File: config.mk
export PLATFORM = sky130hd
export DESIGN_NAME = fxp_div_seq
export DESIGN_NICKNAME = d
export VERILOG_FILES = /design/src/rtl/fxp_div_seq.sv
export SDC_FILE = /design/constraint.sdc
export NUM_CORES = 1
export LEC_CHECK = 0
export BUFFER_PORTS_ARGS = -buffer_cell sky130_fd_sc_hd__buf_2
export CAP_MARGIN = 5
export CORE_ASPECT_RATIO = 0.6
export CORE_UTILIZATION = 39
export DETAILED_ROUTE_END_ITERATION = 10
export SLEW_MARGIN = 20
export SYNTH_ARGS = -nofsm -noshare
export SYNTH_HDL_FRONTEND = slang
export SYNTH_SLANG_ARGS = --single-unit
export TNS_END_PERCENT = 50
File: constraint.sdc
create_clock -name clk -period 4.2 [get_ports clk]
set_clock_uncertainty 0.2 [all_clocks]
set_input_delay 0.84 -clock clk [delete_from_list [all_inputs] [get_ports clk]]
set_output_delay 0.84 -clock clk [all_outputs]
set_load 0.1 [all_outputs]
File: src/rtl/fxp_div_seq.sv
// fxp_div_seq: iterative signed fixed-point divider, q = (a << fracWidth) / b with saturation and divide-by-zero flag
module fxp_div_seq #(
  parameter int dataWidth = 16,
  parameter int fracWidth = 14
) (
  input  logic                 clk,
  input  logic                 rst,
  input  logic                 ce,
  input  logic                 start,
  input  logic [dataWidth-1:0] a,
  input  logic [dataWidth-1:0] b,
  output logic                 busy,
  output logic                 done,
  output logic [dataWidth-1:0] q,
  output logic                 ovf,
  output logic                 dz
);
  localparam int n = dataWidth + fracWidth;
  localparam int cw = $clog2(n);
  localparam logic [1:0] idle = 2'd0, prep = 2'd1, div = 2'd2, fix = 2'd3;
  localparam logic [n-1:0] lim = {{fracWidth{1'b0}}, 1'b1, {(dataWidth-1){1'b0}}};
  localparam logic [dataWidth-1:0] maxpos = {1'b0, {(dataWidth-1){1'b1}}};
  localparam logic [dataWidth-1:0] minneg = {1'b1, {(dataWidth-1){1'b0}}};
  logic [1:0] state;
  logic [dataWidth-1:0] ra, rb, rem, amag, bmag, rn, qn;
  logic [n-1:0] dvd;
  logic [cw-1:0] cnt;
  logic [dataWidth:0] t;
  logic ge, sign, bz, ov, sat, neg;
  // most negative operand negates to 2^(dataWidth-1), still exact as an unsigned magnitude
  assign amag = ra[dataWidth-1] ? -ra : ra;
  assign bmag = rb[dataWidth-1] ? -rb : rb;
  assign sign = ra[dataWidth-1] ^ rb[dataWidth-1];
  assign bz = rb == '0;
  assign t = {rem, dvd[n-1]};
  assign ge = t >= {1'b0, bmag};
  assign rn = ge ? dataWidth'(t - {1'b0, bmag}) : t[dataWidth-1:0];
  assign ov = !bz && (sign ? dvd > lim : dvd >= lim);
  assign sat = bz || ov;
  assign neg = bz ? ra[dataWidth-1] : sign;
  assign qn = sat ? (neg ? minneg : maxpos) : (sign ? -dvd[dataWidth-1:0] : dvd[dataWidth-1:0]);
  assign busy = state != idle;
  always_ff @(posedge clk) begin
    if (!rst) begin
      state <= idle;
      ra <= '0;
      rb <= '0;
      rem <= '0;
      dvd <= '0;
      cnt <= '0;
      done <= 1'b0;
      q <= '0;
      ovf <= 1'b0;
      dz <= 1'b0;
    end else if (ce) begin
      done <= state == fix;
      case (state)
        idle: if (start) begin
          ra <= a;
          rb <= b;
          state <= prep;
        end
        prep: begin
          dvd <= {amag, {fracWidth{1'b0}}};
          rem <= '0;
          cnt <= cw'(n - 1);
          state <= div;
        end
        div: begin
          dvd <= {dvd[n-2:0], ge};
          rem <= rn;
          cnt <= cnt - 1'b1;
          state <= cnt == '0 ? fix : div;
        end
        default: begin
          q <= qn;
          ovf <= ov;
          dz <= bz;
          state <= idle;
        end
      endcase
    end
  end
endmodule
==> impl_metrics.xml <==
<?xml version="1.0" encoding="UTF-8"?>
<metrics>
  <group name="status">
    <metric name="outcome" unit="">completed</metric>
  </group>
  <group name="yosys">
    <metric name="synth_top_area_share" unit="%">34.10</metric>
    <metric name="yosys_most_used_dff" unit="">sky130_fd_sc_hd__dfxtp_1</metric>
    <metric name="yosys.cell_count.top_type" unit="">sky130_fd_sc_hd__nand2_1</metric>
    <metric name="netlist_top_cells_count" unit="">sky130_fd_sc_hd__nand2_1 (152), sky130_fd_sc_hd__dfxtp_1 (104), sky130_fd_sc_hd__o21ai_0 (55)</metric>
    <metric name="number_of_flops_mapped_to_enable_cells_by_yosys" unit="">0</metric>
    <metric name="synth.largest_area_cell" unit="">sky130_fd_sc_hd__dfxtp_1</metric>
    <metric name="synthesis.area_per_instance" unit="um2">7.879</metric>
    <metric name="ys_top_cells_by_area" unit="">sky130_fd_sc_hd__dfxtp_1 (34%), sky130_fd_sc_hd__nand2_1 (9.3%), sky130_fd_sc_hd__a21boi_0 (6.6%)</metric>
    <metric name="synth_area" unit="mm2">0.006106</metric>
    <metric name="seq_area_frac_synth" unit="%">34.10</metric>
    <metric name="post_synth_inst_count" unit="">775</metric>
    <metric name="post_synth_num_cell_types" unit="">58</metric>
    <metric name="synthesis.yosys.warnings" unit="">0</metric>
    <metric name="async_flop_share" unit="%">0</metric>
    <metric name="synth.ff_latch_count" unit="">104</metric>
    <metric name="net_count_of_the_mapped_netlist" unit="">835</metric>
  </group>
  <group name="critical_path">
    <metric name="path_cells" unit="">or4_4, or4_4, or4b_2, ha_1, nand3_1, nor4_1, o21a_1, nor2_1, a311o_1</metric>
    <metric name="worst-path-max-fanout" unit="">7</metric>
    <metric name="cp.arrival" unit="ns">4.09</metric>
    <metric name="critical_path_required" unit="ns">4.24</metric>
    <metric name="setup.worst_path.class" unit="">reg -&gt; reg</metric>
    <metric name="endpoint_kind" unit="">flip-flop</metric>
    <metric name="critical_path.max_stage_delay" unit="ns">0.66</metric>
    <metric name="critPathMostFrequentCell" unit="">sky130_fd_sc_hd__or4_4</metric>
    <metric name="crit-reg2reg-launch" unit="">rb[7]</metric>
    <metric name="timing.critical_path.from_type" unit="">flip-flop</metric>
    <metric name="cp-endpoint" unit="">rem[1]</metric>
    <metric name="critical_path_launch_point" unit="">rb[7]</metric>
    <metric name="rr_worst_depth" unit="">9</metric>
    <metric name="critical_path.reg2reg.endpoint" unit="">rem[1]</metric>
    <metric name="reg2reg_setup_slack" unit="ns">0.14</metric>
    <metric name="timing.critical_path.slowest_stage_cell" unit="">sky130_fd_sc_hd__or4b_2</metric>
  </group>
  <group name="floorplanning">
    <metric name="die_outline_height" unit="um">98.92</metric>
    <metric name="start_util" unit="%">39.84</metric>
    <metric name="io_pins" unit="">56</metric>
    <metric name="die_area" unit="mm2">0.01618</metric>
    <metric name="die_width" unit="um">163.5</metric>
    <metric name="placementRows" unit="">35</metric>
    <metric name="area_of_the_placeable_core" unit="mm2">0.01533</metric>
  </group>
  <group name="final_layout">
    <metric name="nFillCells" unit="">1573</metric>
    <metric name="stdcell_count" unit="">1011</metric>
    <metric name="diodes_inserted" unit="">0</metric>
    <metric name="final_layout_size_suffix_gt1_share" unit="%">12.38</metric>
    <metric name="area_growth" unit="%">11.60</metric>
    <metric name="num-nets-final" unit="">863</metric>
  </group>
  <group name="timing">
    <metric name="hold_violations" unit="">0</metric>
    <metric name="timing.fmax" unit="MHz">246.5</metric>
    <metric name="final_min_period_over_clock_period" unit="%">96.60</metric>
    <metric name="fin_crit" unit="ns">4.057</metric>
    <metric name="worst_slew_margin_rel" unit="%">36.48</metric>
    <metric name="tns" unit="ns">0</metric>
    <metric name="grt_setup_unrepaired" unit="">false</metric>
    <metric name="slew_violations" unit="">0</metric>
    <metric name="tightest_slew" unit="ns">0.9527</metric>
    <metric name="finalSetupViolations" unit="">0</metric>
    <metric name="fin_worst_hold_slack" unit="ns">0.2771</metric>
  </group>
  <group name="clock_network">
    <metric name="clock_tree.root_cell" unit="">sky130_fd_sc_hd__clkbuf_16</metric>
    <metric name="htreeDepth" unit="">3</metric>
    <metric name="insertion_delay" unit="ns">0.35</metric>
    <metric name="clock_tree.buffer_depth" unit="">2</metric>
    <metric name="cts_tree" unit="">yes</metric>
    <metric name="cts-buffers-inserted" unit="">9</metric>
    <metric name="cts.hold.buffers_added" unit="">0</metric>
    <metric name="cts_sinks" unit="">104</metric>
    <metric name="clk_pin_slew_worst_paths" unit="ns">0.07</metric>
  </group>
  <group name="detailed_routing">
    <metric name="antenna_violating_nets_post_route" unit="">0</metric>
    <metric name="routed_wirelength" unit="um">15760</metric>
    <metric name="num_vias" unit="">5476</metric>
    <metric name="post_dr_vias_cell" unit="">5.416</metric>
    <metric name="dr.first_iter.drc_count" unit="">485</metric>
    <metric name="firstDrtPassIters" unit="">5</metric>
    <metric name="drc" unit="">0</metric>
    <metric name="route.detailed.wl_per_inst" unit="um">15.59</metric>
  </group>
  <group name="job">
    <metric name="cap_violations" unit="">0</metric>
  </group>
  <group name="power_and_ir_drop">
    <metric name="p_leak" unit="uW">0.002664</metric>
    <metric name="max-vdd-ir-drop" unit="mV">0.1944</metric>
    <metric name="power-per-cell-area" unit="mW/mm2">347.8</metric>
  </group>
  <group name="place">
    <metric name="final_replace_weighted_congestion" unit="">0.8416</metric>
    <metric name="dp_hpwl" unit="um">11310</metric>
    <metric name="portBuffers" unit="">55</metric>
    <metric name="place.detailed.instances" unit="">995</metric>
  </group>
  <group name="global_route">
    <metric name="groute.usage.overall" unit="%">20.15</metric>
    <metric name="grt-ovfl-total" unit="">0</metric>
    <metric name="grt_first_pass_wirelength" unit="um">25540</metric>
    <metric name="number_of_antenna_violations_at_the_first_check_in_global_routing" unit="">0</metric>
    <metric name="grt_max_degree" unit="">111</metric>
    <metric name="grt_pass1_vias" unit="">4685</metric>
  </group>
  <group name="hold_path">
    <metric name="holdCritPathClass" unit="">reg -&gt; reg</metric>
  </group>
</metrics>
-- critical path: cells and delay by family (launching register included) --
kind | cells | cell delay [ns]
simple gates | 6 | 2.36
compound gates | 2 | 0.64
fa+ha+maj | 1 | 0.38
flops | 1 | 0.37
-- what timing repair did --
item / CTS / global route
setup buffers: 0 / 0
endpoints found under the setup margin: 0 / 6
gates resized for setup: 0 / 3
hold endpoints to repair: 0 / 0
-- cell type report --
cell class	instances	area [um2]	share of cell area (%)
Clock buffer	9	225.2	3.305
Inverter	17	63.81	0.9365
Sequential cell	104	2082	30.55
Timing Repair Buffer	67	365.4	5.362
Tap cell	203	254.0	3.728
Multi-Input combinational cell	604	3770	55.33
Clock inverter	7	53.80	0.7896
-- placed cells by master (no fill, tap or decap), types with 6 or more instances in the layout --
cell,netlist,routed
sky130_fd_sc_hd__nand2_1,152,152
sky130_fd_sc_hd__buf_2,1,55
sky130_fd_sc_hd__nor2_1,18,18
sky130_fd_sc_hd__a21o_1,8,8
sky130_fd_sc_hd__nand2b_1,7,7
sky130_fd_sc_hd__and3_1,11,10
sky130_fd_sc_hd__o21ai_0,55,55
sky130_fd_sc_hd__dfxtp_1,104,104
sky130_fd_sc_hd__o211ai_1,9,9
sky130_fd_sc_hd__nor3_1,9,9
sky130_fd_sc_hd__nand4_1,9,9
sky130_fd_sc_hd__and2_1,8,7
sky130_fd_sc_hd__o31ai_1,12,12
sky130_fd_sc_hd__ha_1,23,23
sky130_fd_sc_hd__xor2_1,29,29
sky130_fd_sc_hd__or3_1,7,7
sky130_fd_sc_hd__nand3_1,42,42
sky130_fd_sc_hd__a21boi_0,54,54
sky130_fd_sc_hd__clkbuf_16,0,9
sky130_fd_sc_hd__nor4_1,10,9
sky130_fd_sc_hd__a211oi_1,6,6
sky130_fd_sc_hd__a21oi_1,43,43
sky130_fd_sc_hd__o41ai_1,8,7
sky130_fd_sc_hd__xnor2_1,22,22
sky130_fd_sc_hd__inv_1,17,17
sky130_fd_sc_hd__buf_4,0,12
-- logic make-up (layout without fill, tap and decap cells) --
logic type	Yosys count	in the layout	share of synthesized area, %
compound gates	231	231	25.66
xor+xnor	51	51	7.315
fa+ha+maj	24	24	5.041
buf+inv	67	100	4.570
flops	104	104	34.10
mux	5	5	0.8197
simple gates	293	293	22.50
-- metrics by stage --
stage / power [uW] / worst slack, ns / util [%] / cell area, um2
after floorplan: 1445 / 0.4583 / - / 6106
after detailed placement: 1572 / 0.2283 / 42.47 / 6510
after global routing: 2485 / 0.002549 / 44.46 / 6814
after CTS: 2381 / 0.2009 / 44.29 / 6789
after global placement: 1571 / 0.2707 / 42.47 / 6510
final: 2370 / 0.1430 / 44.46 / 6814
-- registers in the layout, indices dropped and copies added (netlist names) --
name and flops:
state 2, rem 16, q 16, cnt 5, ra 16, rb 16, dvd 30, done 1
dz 1, ovf 1
-- worst min-delay path by stage --
| stage | startpoint | to | slack (ns) | cells past startpoint |
|---|---|---|---|---|
| 3_5_place_dp | dvd[26] | dvd[26] | 0.26 | 2 |
| 2_1_floorplan | dvd[27] | dvd[27] | 0.24 | 2 |
| 5_1_grt | dvd[28] | dvd[28] | 0.30 | 2 |
| 3_3_place_gp | dvd[26] | dvd[26] | 0.27 | 2 |
| 4_1_cts | dvd[26] | dvd[26] | 0.28 | 2 |
| 6_report | dvd[26] | dvd[26] | 0.28 | 2 |
-- layer usage --
layer  wire length [um]  global-route usage [%]  vias to the layer above
met2               5452                   24.77                      174
met5                  0                       0                        -
met3               1100                   3.956                       15
li1                   -                       -                     2824
met4                124                   3.846                        0
met1               9079                   34.06                     2463
-- where the power goes --
group | leakage [uW] | switching [uW] | internal, uW
Combinational | 0.00169 | 326 | 189
Clock | 0.000129 | 402 | 408
Sequential | 0.000842 | 33.9 | 1010
Total | 0.00266 | 762 | 1610
Power figures use the tool's default switching activity.
